### src/rtl/irq_controller.sv
`default_nettype none
// ============================================================================
// Module      : irq_controller
// Description : Fixed-priority interrupt arbiter with exception nesting and
//               mret acknowledge back to the serviced request line.
// Revision    : 1.0 - initial release
// ============================================================================
module irq_controller #(
    parameter int          N_IRQ      = 16,
    parameter logic [31:0] CAUSE_BASE = 32'h8000_0010
) (
    input  logic             clk_i,
    input  logic             rst_i,
    input  logic             exception_i,
    input  logic             mret_i,
    input  logic [31:0]      mie_i,
    input  logic [N_IRQ-1:0] irq_req_i,
    output logic             irq_o,
    output logic [31:0]      irq_cause_o,
    output logic [N_IRQ-1:0] irq_ret_o,
    output logic             busy_o
);

    localparam int ID_W = (N_IRQ > 1) ? $clog2(N_IRQ) : 1;

    typedef enum logic [1:0] {
        ST_IDLE = 2'd0,
        ST_IRQ  = 2'd1,
        ST_EXC  = 2'd2
    } state_t;

    state_t             state_q, state_d;
    state_t             prev_q,  prev_d;
    logic               irq_q,   irq_d;
    logic [31:0]        cause_q, cause_d;
    logic [N_IRQ-1:0]   ret_q,   ret_d;
    logic [ID_W-1:0]    id_q,    id_d;
    logic               block_q, block_d;

    logic [N_IRQ-1:0]   w_masked;
    logic [ID_W-1:0]    w_sel;
    logic               w_unused_mie;

    assign w_masked     = irq_req_i & mie_i[16 +: N_IRQ];
    assign w_unused_mie = ^mie_i;

    // Descending scan so the lowest-numbered active line wins.
    always_comb begin
        w_sel = '0;
        for (int k = N_IRQ - 1; k >= 0; k--) begin
            if (w_masked[k]) w_sel = ID_W'(k);
        end
    end

    always_comb begin
        state_d = state_q;
        prev_d  = prev_q;
        irq_d   = 1'b0;
        cause_d = cause_q;
        ret_d   = '0;
        id_d    = id_q;
        block_d = 1'b0;
        case (state_q)
            ST_IDLE: begin
                if (exception_i) begin
                    state_d = ST_EXC;
                    prev_d  = ST_IDLE;
                end else if ((|w_masked) && !block_q) begin
                    state_d = ST_IRQ;
                    irq_d   = 1'b1;
                    cause_d = CAUSE_BASE + 32'(w_sel);
                    id_d    = w_sel;
                end
            end
            ST_IRQ: begin
                if (exception_i) begin
                    state_d = ST_EXC;
                    prev_d  = ST_IRQ;
                end else if (mret_i) begin
                    state_d = ST_IDLE;
                    block_d = 1'b1;
                    for (int k = 0; k < N_IRQ; k++) begin
                        ret_d[k] = (id_q == ID_W'(k));
                    end
                end
            end
            ST_EXC: begin
                if (!exception_i && mret_i) state_d = prev_q;
            end
            default: state_d = ST_IDLE;
        endcase
    end

    always_ff @(posedge clk_i or posedge rst_i) begin
        if (rst_i) begin
            state_q <= ST_IDLE;
            prev_q  <= ST_IDLE;
            irq_q   <= 1'b0;
            cause_q <= '0;
            ret_q   <= '0;
            id_q    <= '0;
            block_q <= 1'b0;
        end else begin
            state_q <= state_d;
            prev_q  <= prev_d;
            irq_q   <= irq_d;
            cause_q <= cause_d;
            ret_q   <= ret_d;
            id_q    <= id_d;
            block_q <= block_d;
        end
    end

    assign irq_o       = irq_q;
    assign irq_cause_o = cause_q;
    assign irq_ret_o   = ret_q;
    assign busy_o      = (state_q != ST_IDLE);

endmodule
`default_nettype wire

### config.mk
export PLATFORM = sky130hd
export DESIGN_NAME = irq_controller
export DESIGN_NICKNAME = d
export VERILOG_FILES = /design/src/rtl/irq_controller.sv
export SDC_FILE = /design/constraint.sdc
export NUM_CORES = 1
export LEC_CHECK = 0
export ABC_CLOCK_PERIOD_IN_PS = 2100
export CAP_MARGIN = 0
export CELL_PAD_IN_SITES_DETAIL_PLACEMENT = 1
export CELL_PAD_IN_SITES_GLOBAL_PLACEMENT = 2
export CORE_ASPECT_RATIO = 0.7
export CORE_UTILIZATION = 18
export DETAILED_ROUTE_END_ITERATION = 8
export PLACE_DENSITY_LB_ADDON = 0.1
export SETUP_SLACK_MARGIN = 0.05
export SLEW_MARGIN = 20
export SYNTH_ARGS = -nofsm -noshare
export SYNTH_HDL_FRONTEND = slang
export SYNTH_SLANG_ARGS = --single-unit
### constraint.sdc
create_clock -name clk_i -period 2.1 [get_ports clk_i]
set_clock_uncertainty 0.05 [all_clocks]
set_input_delay 0.63 -clock clk_i [delete_from_list [all_inputs] [get_ports clk_i]]
set_output_delay 0.63 -clock clk_i [all_outputs]
set_load 0.01 [all_outputs]
After elaboration in Yosys (flattened, before gate mapping)
Index checks and enable logic that the tools add are counted.
Word-level totals
  register bits: 58
  bits of input ports: 52
  output and inout port bits: 50
  logic and storage cells: 78
Operators by class
  add/subtract/negate cells: 1
  equality and inequality tests: 22
  multiplexer cells: 34
  bitwise gates (word level): 2
  reduce and logical (&&, ||, !) cells: 12
Operator list (count)
  4-bit 2-to-1 mux: 16
  16-bit 2-to-1 mux: 3
  32-bit by 4-bit adder with 32-bit output (first input constant): 1
  4-bit equality test (second input constant): 8
  16-bit AND: 1
  4-bit by 3-bit equality test with 1-bit output (second input constant): 4
  16-bit OR reduction: 1
  2-bit 2-to-1 mux: 7
  3-bit AND reduction: 3
  4-bit by 2-bit equality test with 1-bit output (second input constant): 2
  1-bit 2-to-1 mux: 6
  2-bit != test (second input constant): 3
  3-bit != test (second input constant): 2
  2-bit case mux with 3 select lines: 1
  4-bit by 1-bit equality test with 1-bit output (second input constant): 1
  4-bit zero test: 1
  2-bit case mux with 2 select lines: 1
  2-bit nonzero test: 2
  2-bit by 1-bit equality test with 1-bit output (second input constant): 1
  2-bit equality test (second input constant): 1
  1-bit logical AND: 2
  1-bit zero test: 2
  2-bit zero test: 1
  1-bit inverter: 1

Logic depth before layout (Yosys ltp)
Gate-level depths: netlist of run 1.
  depth in word-level cells: 18
  gate-level depth with buffers: 6
  gate-level depth less buffers: 6

Worst setup path after synthesis of run 1
Ideal clock, no wire load.
  path kind: input to register
  start: input port irq_req_i[5]
  end: register id_q[0]
  library setup time: 125 ps
  data arrival time: 1784 ps
  required time: 1925 ps
  setup slack: 141 ps
  stages on the path: 6
  path buffers: 0
  path through: a22oi_2 nand4_1 or3_4 nand2_2 inv_2 mux2_4
On the way
  word-level cells in the longest chain between the ends: 7
  elaborated cells between the ends (all ways): 10
  those cells by class: mux: 6; bitwise: 1; reduce/logical: 3
RTL lines
  start, declared: RTL line 17  | input logic [N_IRQ-1:0] irq_req_i,
  16-bit AND *: RTL line 44  | assign w_masked = irq_req_i & mie_i[16 +: N_IRQ];
  4-bit 2-to-1 mux (6 in a row): RTL line 51  | if (w_masked[k]) w_sel = ID_W'(k);
  end signal, assigned: RTL line 109  | id_q <= id_d;
  end, declared: RTL line 37  | logic [ID_W-1:0] id_q, id_d;
Mark *: on every way between the ends. The rest lies on a longest branch, timed or not.
A chain may end at the register's enable or synchronous reset.

Worst setup path after layout of run 1
  start: input port mie_i[23]
  end: register id_q[1]
On the way
  word-level cells in the longest chain between the ends: 9
  elaborated cells between the ends (all ways): 12
  those cells by class: mux: 8; bitwise: 1; reduce/logical: 3
RTL lines
  start, declared: RTL line 16  | input logic [31:0] mie_i,
  16-bit AND *: RTL line 44
  4-bit 2-to-1 mux (8 in a row): RTL line 51
Marked as above.

==> key figures, run 1 <==
Timing
  • RSZ-0062 raised after global routing: no
  • F_max: 486.4 MHz
  • Final setup fails: 0
  • Final hold vios: 0
  • Final period util: 0.9790
  • Final Critical Period: 2056 ps
  • Final Slew Violations: 0

Final layout
  • Final Instance Area: 2331 sq um
  • Most frequent cells in the layout: buf_4 (34), clkdlybuf4s50_1 (29), conb_1 (26), dfrtp_1 (26), dlygate4sd2_1 (18)
  • Synth-to-Final Area Change: 67.69%
  • Antenna cells: 0
  • Commonest non-fill, non-tap cell in the layout: buf_4
  • Final #Nets: 291
  • Layout cells sized above 1: 0.2395

Clocking
  • Number of CTS-inserted buffers: 3
  • Post-CTS Hold Fix Bufs: 0
  • Clock Latency Late Sink: 260 ps
  • Clock transition at path regs: 90 ps
  • CTS H-Tree Depth: 1
  • TritonCTS clock tree: yes
  • Clock Tree Root: clkbuf_8
  • Clk buf depth: 2
  • CTS sink cnt: 26

Power and ir drop
  • Power Density: 592.6 nW/um^2
  • Leakage: 1.155 nW
  • Total power: 1.381 mW
  • Max VDD drop: 0.2365 mV

Synthesis
  • Post-Synth Simple-Gate Area: 0.1989
  • EDFF count, synth: 0
  • Largest family of logic cells by synthesized area: simple AND/OR/NAND/NOR gates
  • Async set-reset flop share out of synthesis: 1.000
  • Most used DFF post-synth: dfrtp_1
  • Post-synthesis compound-gate area fraction: 0.1413
  • Cells after synthesis: 143
  • Sequential share of the synthesized area: 0.4680
  • Number of synthesized register bits: 26
  • Synth area leader: dfrtp_1
  • Synth Area in Adders: 0
  • Mapped cell area: 1390 sq um
  • Avg Cell Area, Syn: 9.721 sq um
  • Xor/xnor share of the synthesized area: 0
  • Post-synthesis mux area share: 0.02970
  • Ys Warns: 0
  • Synth top area cells: dfrtp_1 (47%), buf_4 (15%), nand2_1 (4.1%), nor2_1 (4.1%), and2_1 (2.3%)
  • Top-area cell type share of the netlist area: 0.4680
  • Count of different cell masters after synthesis: 37

Routing
  • Vias: 1311
  • DRC: 0
  • Routed Wire Length: 4185 um
  • Drt first pass iters: 4
  • Initial DRC count: 17
  • Antenna-violating nets left: 0
  • Per-cell routed wire length: 12.46 um
  • Avg Vias per Cell: 3.902

Floorplan
  • I/O pin total: 102
  • Initial core utilization: 0.1882
  • Core area: 7385 sq um
  • Chip Width: 107.0 um
  • Die height: 75.53 um
  • Std-Cell Rows: 26
  • Die area: 8084 sq um

Global routing
  • Tot GR Track Use: 0.1014
  • Initial antenna violation count: 0
  • Number of global-route vias before repair: 1379
  • First-pass GRT wire length: 6465 um
  • Largest net degree at the start of global routing: 27
  • Total gr overflow: 0

Setup path
  • CP Data Required Time: 2200 ps
  • WS Path Type: input pin to flip-flop
  • Crit start category: input pin
  • CP Data Arrival Time: 2160 ps
  • Crit path max fanout: 3
  • FF-to-FF setup slack: 460 ps
  • CP endpoint kind: flip-flop

Place
  • Instance area at placement: 2167 sq um
  • Post-DP HPWL: 3459 um
  • Quantity of I/O buffers inserted on ports: 59
  • Routability cong.: 0.7309

Hold path
  • Hold crit path type: flip-flop to flip-flop

Run
  • Max cap viols: 0

Outcome
  • Status: completed
-- flip-flops by register name, indices dropped and copies added, names as in the netlist --
name and flops:
block_q 1, irq_o 1, irq_ret_o 16, irq_cause_o 2, prev_q 1, id_q 3, state_q 2
-- final cells by class --
class | count | area, sq um
fillers | 881 | 5054
repair buffers | 93 | 833.3
clock buffers | 4 | 55.05
well taps | 98 | 122.6
multi-input cells | 110 | 650.6
flip-flops and latches | 26 | 650.6
inverters | 5 | 18.77
-- what timing repair did --
action / in CTS / in global routing
endpoints found under the setup margin: 7 / 5
pin swaps: 13 / 11
setup buffers: 8 / 3
resized for setup: 28 / 16
-- report_power, final --
part           total, mW  internal (mW)  switching [mW]  leakage, nW
Combinational      0.493          0.253           0.239        0.781
Sequential         0.580          0.544          0.0353        0.345
Clock              0.309          0.167           0.142       0.0288
Total               1.38          0.965           0.416         1.15
-- path summary, 6_finish.rpt --
| kind | start | endpoint | cells after the start |
|---|---|---|---|
| max reg2reg | state_q[0] | id_q[1] | 6 |
| min | prev_q[0] | prev_q[0] | 1 |
| min reg2reg | prev_q[0] | prev_q[0] | 1 |
| min in group asynchronous | rst_i | irq_ret_o[14] | 3 |
| max in group asynchronous | rst_i | irq_cause_o[3] | 3 |
| max | mie_i[23] | id_q[1] | 7 |
-- worst max-delay path, stage by stage --
cell and delay [ps]:
dlygate4sd2_1 270, a22oi_4 200, nand4_1 170, or3_4 450
nand2_4 90, inv_2 50, mux2_4 290
-- stage by stage --
step / util / hold WS [ps] / worst slack (ps) / setup TNS [ps] / cells
4_1_cts: 0.3096 / 481.6 / 49.44 / 0 / 333
2_1_floorplan: - / 427.2 / 140.8 / 0 / 168
6_report: 0.3157 / 473.4 / 44.18 / 0 / 336
5_1_grt: 0.3157 / 514.0 / 20.29 / 0 / 336
3_3_place_gp: 0.2935 / 444.6 / -458.5 / -2975 / 321
3_5_place_dp: 0.2935 / 461.3 / -495.6 / -3630 / 321
-- per-layer routing --
metal  wire length (um)  global-route usage
met5                  0                   0
met4                 21            0.009132
met3                242             0.02053
met2               2081              0.1900
met1               1839              0.1268
-- synthesized netlist by cell type, types with 3 or more instances --
| master | count |
|---|---|
| nand2_1 | 15 |
| nand2b_1 | 4 |
| nand3_1 | 3 |
| o21ai_0 | 3 |
| a21oi_1 | 4 |
| and2_1 | 5 |
| nor2_1 | 15 |
| dfrtp_1 | 26 |
| a22oi_1 | 3 |
| buf_4 | 27 |
| nor3_1 | 5 |
| inv_1 | 4 |
-- cells by family (layout without fill, tap and decap cells) --
logic type / count (synthesis) / in the layout
and+or+nand+nor: 56 / 56
buffers and inverters: 32 / 102
DFF: 26 / 26
AOI/OAI and AO/OA: 25 / 25
muxes: 3 / 3
other: 1 / 26
Power figures use the tool's default switching activity.
==> run 2, diff against run 1 <==
--- a/config.mk
+++ b/config.mk
@@ -12,7 +12,7 @@
 export CORE_ASPECT_RATIO = 0.7
 export CORE_UTILIZATION = 18
 export DETAILED_ROUTE_END_ITERATION = 8
-export PLACE_DENSITY_LB_ADDON = 0.1
+export PLACE_DENSITY = 0.89
 export SETUP_SLACK_MARGIN = 0.05
 export SLEW_MARGIN = 20
 export SYNTH_ARGS = -nofsm -noshare
==> key figures, run 2 (synthesized netlist as in run 1, its figures left out) <==
Outcome
  • Status: completed

Clocking
  • CTS H-Tree Depth: 1 (unchanged)
  • Clock Latency Late Sink: 270 ps (about the same)
  • Post-CTS Hold Fix Bufs: 0 (unchanged)
  • Clock Tree Root: clkbuf_8
  • Clk buf depth: 2 (unchanged)
  • Number of CTS-inserted buffers: 3 (unchanged)
  • TritonCTS clock tree: yes
  • CTS sink cnt: 26 (unchanged)
  • Clock transition at path regs: 90 ps (about the same)

Timing
  • Final Slew Violations: 0 (unchanged)
  • Final period util: 0.9541 (-0.02483)
  • Worst setup margin: 96.34 ps (+52.15 ps)
  • Final hold vios: 0 (unchanged)
  • F_max: 499.1 MHz (+2.6%)
  • RSZ-0062 raised after global routing: yes
  • Setup_tns: 0 ps (unchanged)
  • Final setup fails: 0 (unchanged)
  • Final Critical Period: 2004 ps (-52.15 ps)

Power and ir drop
  • Leakage: 1.148 nW (-0.56%)
  • Power Density: 597.0 nW/um^2 (+0.75%)
  • Max VDD drop: 0.2639 mV (+12%)

Routing
  • Avg Vias per Cell: 3.829 (-1.9%)
  • Routed Wire Length: 4061 um (-3.0%)
  • Antenna-violating nets left: 0 (unchanged)
  • Vias: 1279 (-2.4%)
  • Post-Route M1 WL: 1769 um (-3.8%)
  • Drt first pass iters: 4 (unchanged)
  • Initial DRC count: 34 (+17)
  • Per-cell routed wire length: 12.16 um (-2.4%)
  • DRC: 0 (unchanged)
  • Met3 WL post-DR: 210 um (-13%)
  • Met2 routed WL: 2059 um (-1.1%)
  • Top sig layer: met4

Global routing
  • First-pass GRT wire length: 6223 um (-3.7%)
  • Initial antenna violation count: 0 (unchanged)
  • Tot GR Track Use: 0.09839 (-0.003000)
  • Total gr overflow: 0 (unchanged)
  • Number of global-route vias before repair: 1366 (-0.94%)
  • Largest net degree at the start of global routing: 27 (unchanged)

Hold path
  • Hold crit path type: flip-flop to flip-flop

Setup path
  • CP Data Required Time: 2210 ps (about the same)
  • Crit path max fanout: 2 (-1)
  • CP Data Arrival Time: 2110 ps (-50 ps)
  • WS Path Type: input pin to flip-flop
  • CP endpoint kind: flip-flop
  • Crit start category: input pin

Floorplan
  • Initial core utilization: 0.1882 (unchanged)
  • Chip Width: 107.0 um (unchanged)
  • Core area: 7385 sq um (unchanged)
  • Std-Cell Rows: 26 (unchanged)
  • Die height: 75.53 um (unchanged)
  • Die area: 8084 sq um (unchanged)
  • I/O pin total: 102 (unchanged)

Final layout
  • Fill count: 857 (-2.7%)
  • Non-Filler Instances: 334 (-0.60%)
  • Synth-to-Final Area Change: 68.32%
  • Most frequent cells in the layout: buf_4 (32), clkdlybuf4s50_1 (30), conb_1 (26)
  • Final Instance Area: 2340 sq um (+0.38%)
  • Layout cells sized above 1: 0.2500 (+0.01050)
  • Post-route core utilization: 0.3168 (+0.001186)
  • Commonest non-fill, non-tap cell in the layout: buf_4
  • Final #Nets: 289 (-0.69%)
  • Largest register FFs: 16 (unchanged)
  • Antenna cells: 0 (unchanged)

Place
  • Quantity of I/O buffers inserted on ports: 59 (unchanged)
  • Post-DP HPWL: 3250 um (-6.0%)
  • Setup WS pre-CTS: -479.2 ps (+16.48 ps)
  • Placed cell count: 322 (+0.31%)
  • Routability cong.: 0.7250 (-0.81%)
  • Instance area at placement: 2175 sq um (+0.35%)

Run
  • Max cap viols: 0 (unchanged)
## run 2: cell count changes in the layout (fill, tap and decap cells not counted), sizes merged
cell | before | now
buf | 34 | 32
dlygate4sd2 | 18 | 20
clkbuf | 6 | 5
clkdlybuf4s50 | 29 | 30
clkdlybuf4s15 | 2 | 0
## run 2: metrics by stage
stage / hold WS, ps / power (mW)
after floorplan: 427.2 / 0.8252
after global placement: 425.4 / 1.049
after detailed placement: 433.3 / 1.065
after CTS: 452.7 / 1.377
after global routing: 497.8 / 1.467
final: 443.0 / 1.397
## run 2: final cells by class
class	count	area (sq um)	area share
Sequential cell	26	651.9	0.2786
Clock buffer	4	55.05	0.02353
Tap cell	98	122.6	0.05241
Inverter	5	18.77	0.008021
Multi-Input combinational cell	110	670.6	0.2866
Timing Repair Buffer	91	820.8	0.3508
## run 2: power breakdown
| part | internal (mW) | total [mW] | switching (mW) |
|---|---|---|---|
| Sequential | 0.545 | 0.584 | 0.0392 |
| Clock | 0.167 | 0.317 | 0.150 |
| Combinational | 0.255 | 0.496 | 0.241 |
| Total | 0.967 | 1.40 | 0.430 |
## run 2: what timing repair did
action,CTS,global route
setup endpoints to repair,6,16
resized for setup,26,19
pin swaps,9,11
buffers inserted,5,3
hold endpoints to repair,0,0
## run 2: critical path, stage by stage
cell,delay [ps]
dlygate4sd2_1,250
buf_4,140
a222oi_1,330
o221ai_1,200
a31oi_1,240
a211oi_2,70
mux2_4,260
## run 2: worst paths after layout
check	start	to	slack (ps)	depth (start not counted)
worst max register to register	state_q[0]	id_q[0]	500	5
min in group asynchronous	rst_i	irq_cause_o[3]	680	3
max in group asynchronous	rst_i	state_q[1]	1050	3
worst min-delay path	irq_cause_o[4]	irq_cause_o[4]	440	1
worst max-delay path	mie_i[21]	id_q[0]	100	7
worst min register to register	irq_cause_o[4]	irq_cause_o[4]	440	1
## run 2: metal layers
layer | GRT usage | vias to the layer above
li1 | - | 629
met1 | 0.1222 | 603
met2 | 0.1814 | 45
met3 | 0.02139 | 2
met4 | 0.01522 | 0
met5 | 0 | -
==> run 3, diff against run 2 <==
--- a/config.mk
+++ b/config.mk
@@ -11,6 +11,7 @@
 export CELL_PAD_IN_SITES_GLOBAL_PLACEMENT = 2
 export CORE_ASPECT_RATIO = 0.7
 export CORE_UTILIZATION = 18
+export CTS_CLUSTER_SIZE = 24
 export DETAILED_ROUTE_END_ITERATION = 8
 export PLACE_DENSITY = 0.89
 export SETUP_SLACK_MARGIN = 0.05
==> results of run 3 <==
Final layout, timing and power as in run 2 (identical DEF).
==> edit: new RTL, settings of run 2 <==
Set the parameter `N_IRQ` to 8 (it was 16).
--- a/src/rtl/irq_controller.sv
+++ b/src/rtl/irq_controller.sv
@@ -6,7 +6,7 @@
 // Revision    : 1.0 - initial release
 // ============================================================================
 module irq_controller #(
-    parameter int          N_IRQ      = 16,
+    parameter int          N_IRQ      = 8,
     parameter logic [31:0] CAUSE_BASE = 32'h8000_0010
 ) (
     input  logic             clk_i,
Ports: changed (resized irq_req_i and irq_ret_o); port bits go from 102 to 86. No check against the original RTL was run, so the function may have changed too.
==> edit against run 2 <==
Global-route usage is 1.4 points lower. Final area is 37% lower. Die area is 28% lower. Count of clock-buffer cells in the layout is 1 lower. Clock power is 24% lower. Area after synthesis is 29% lower. Final cell count is 35% lower. Core utilization is 3.5 points lower. Sequential cell count is 9 lower. Wire length is 46% lower. Power is 32% lower. Critical path depth is 2 lower. First-iteration DRC count is 76% lower. Setup slack better by 0.0022 ns.
==> edit: results (changes against run 2) <==
ys_types: 24  # -35%
routed_via_density: 3.56  # -7.0%
post_cts_resized: 7  # -73%
netlist_top_cells_count: "28 x buf_4, 17 x dfrtp_1, 8 x nor2_1"
r2r_slack_ns: 0.49
nets: 191  # -34%
yosys-top-cells-area: "dfrtp_1 43%, buf_4 21%, mux2_4 4.5%, nor4_4 4.3%, a22o_1 3.5%"
cpPeakStageDelay_ns: 0.43  # +0.10 ns
hold_path.class: "reg -> reg"
grt_pass1_vias: 782  # -43%
peakVddDrop_v: 0.000207  # -21%
clock_latency_ns: 0.25  # -0.02 ns
wl_per_cell_um: 10.1  # -17%
crit_fanout: 5  # +3
ys_seq_area_share_pct: 42.9  # -3.9 points
r2r_start: "state_q[1]$_DFFE_PP0P_"
dr.pass1.iters: 4  # unchanged
post-cts-setup-buffers: 2  # -3
clk_pin_slew_ns: 0.06  # -0.03 ns
portBuffers: 34  # -42%
grt_usage_pct: 8.43  # -1.4 points
cpLargestDelayFamily: "simple AND/OR/NAND/NOR gates"
drt_iter0_markers: 8  # -76%
htreeDepth: 1  # unchanged
critPathSlowestCell: "clkdlybuf4s50_1"
area_growth_pct: 49.4
placed_area_sq_um: 1410  # -35%
worstHoldStart: "prev_q[0]$_DFFE_PP0P_"
leakage_nw: 0.673  # -41%
cp.arrival_ns: 2.09  # -0.02 ns
worstHoldEndpoint: "prev_q[0]$_DFFE_PP0P_"
clk_path_buf_depth: 2  # unchanged
rr_endpoint: "irq_cause_o[2]$_DFFE_PP0P_"
grt_pass1_wl_um: 3750  # -40%
worstSetupPathType: "in -> reg"
status: "finished, final reports clean"
gp_congestion: 0.695  # -4.1%
drive_gt1_share_pct: 21.2  # -3.8 points
reg2reg_depth: 3  # -2
crit_start: "irq_req_i[1]"
grt_max_degree: 18  # -33%
hpwl_um: 1810  # -44%
largest_reg_flops: 8  # -8
-- edit: cell count changes in the layout (fill, tap and decap cells not counted), sizes merged, moves of 3 or more --
cell / before / now
dlymetal6s2s: 8 / 0
a22o: 1 / 4
a22oi: 5 / 1
buf: 32 / 16
nand3: 3 / 0
nand2: 16 / 5
nor2: 15 / 8
dfrtp: 26 / 17
inv: 5 / 2
dlygate4sd2: 20 / 4
and2: 5 / 0
o21ai: 3 / 0
-- edit: layout make-up --
cell class,instances,area [sq um]
sequential,17,427
clock inverter,1,5.00
inverter,2,7.51
tap,72,90.1
multi-input combinational,73,454
timing repair buffer,50,455
fill,594,3780
clock buffer,3,41.3
-- edit: cell families (layout without fill, tap and decap cells) --
family | after synthesis | after routing | synth area share (%)
AOI/OAI and AO/OA | 13 | 13 | 9.85
buffers and inverters | 30 | 56 | 22.0
DFF | 17 | 17 | 42.9
muxes | 4 | 4 | 5.68
other | 1 | 27 | 0.378
and+or+nand+nor | 29 | 29 | 19.2
-- edit: layer usage --
| metal | routed length [um] | track usage, % | part of all wire, % |
|---|---|---|---|
| met1 | 915 | 9.87 | 42 |
| met2 | 1110 | 14.0 | 50 |
| met3 | 142 | 2.98 | 6.4 |
| met4 | 35 | 3.63 | 1.6 |
| met5 | 0 | 0 | 0 |
-- edit: through the flow --
stage	setup TNS (ns)	hold WS [ns]	cells	worst slack, ns
after floorplan	0	0.430	120	0.328
after detailed placement	-1.20	0.455	211	-0.228
final	0	0.466	218	0.0986
after global placement	-0.800	0.436	211	-0.213
after global routing	0	0.496	218	0.0537
after CTS	0	0.461	217	0.0522
-- edit: report_power, final --
group	total [mW]	internal (mW)	switching, mW
clock network	0.241	0.132	0.110
logic	0.298	0.175	0.123
registers	0.410	0.364	0.0454
total	0.949	0.671	0.278
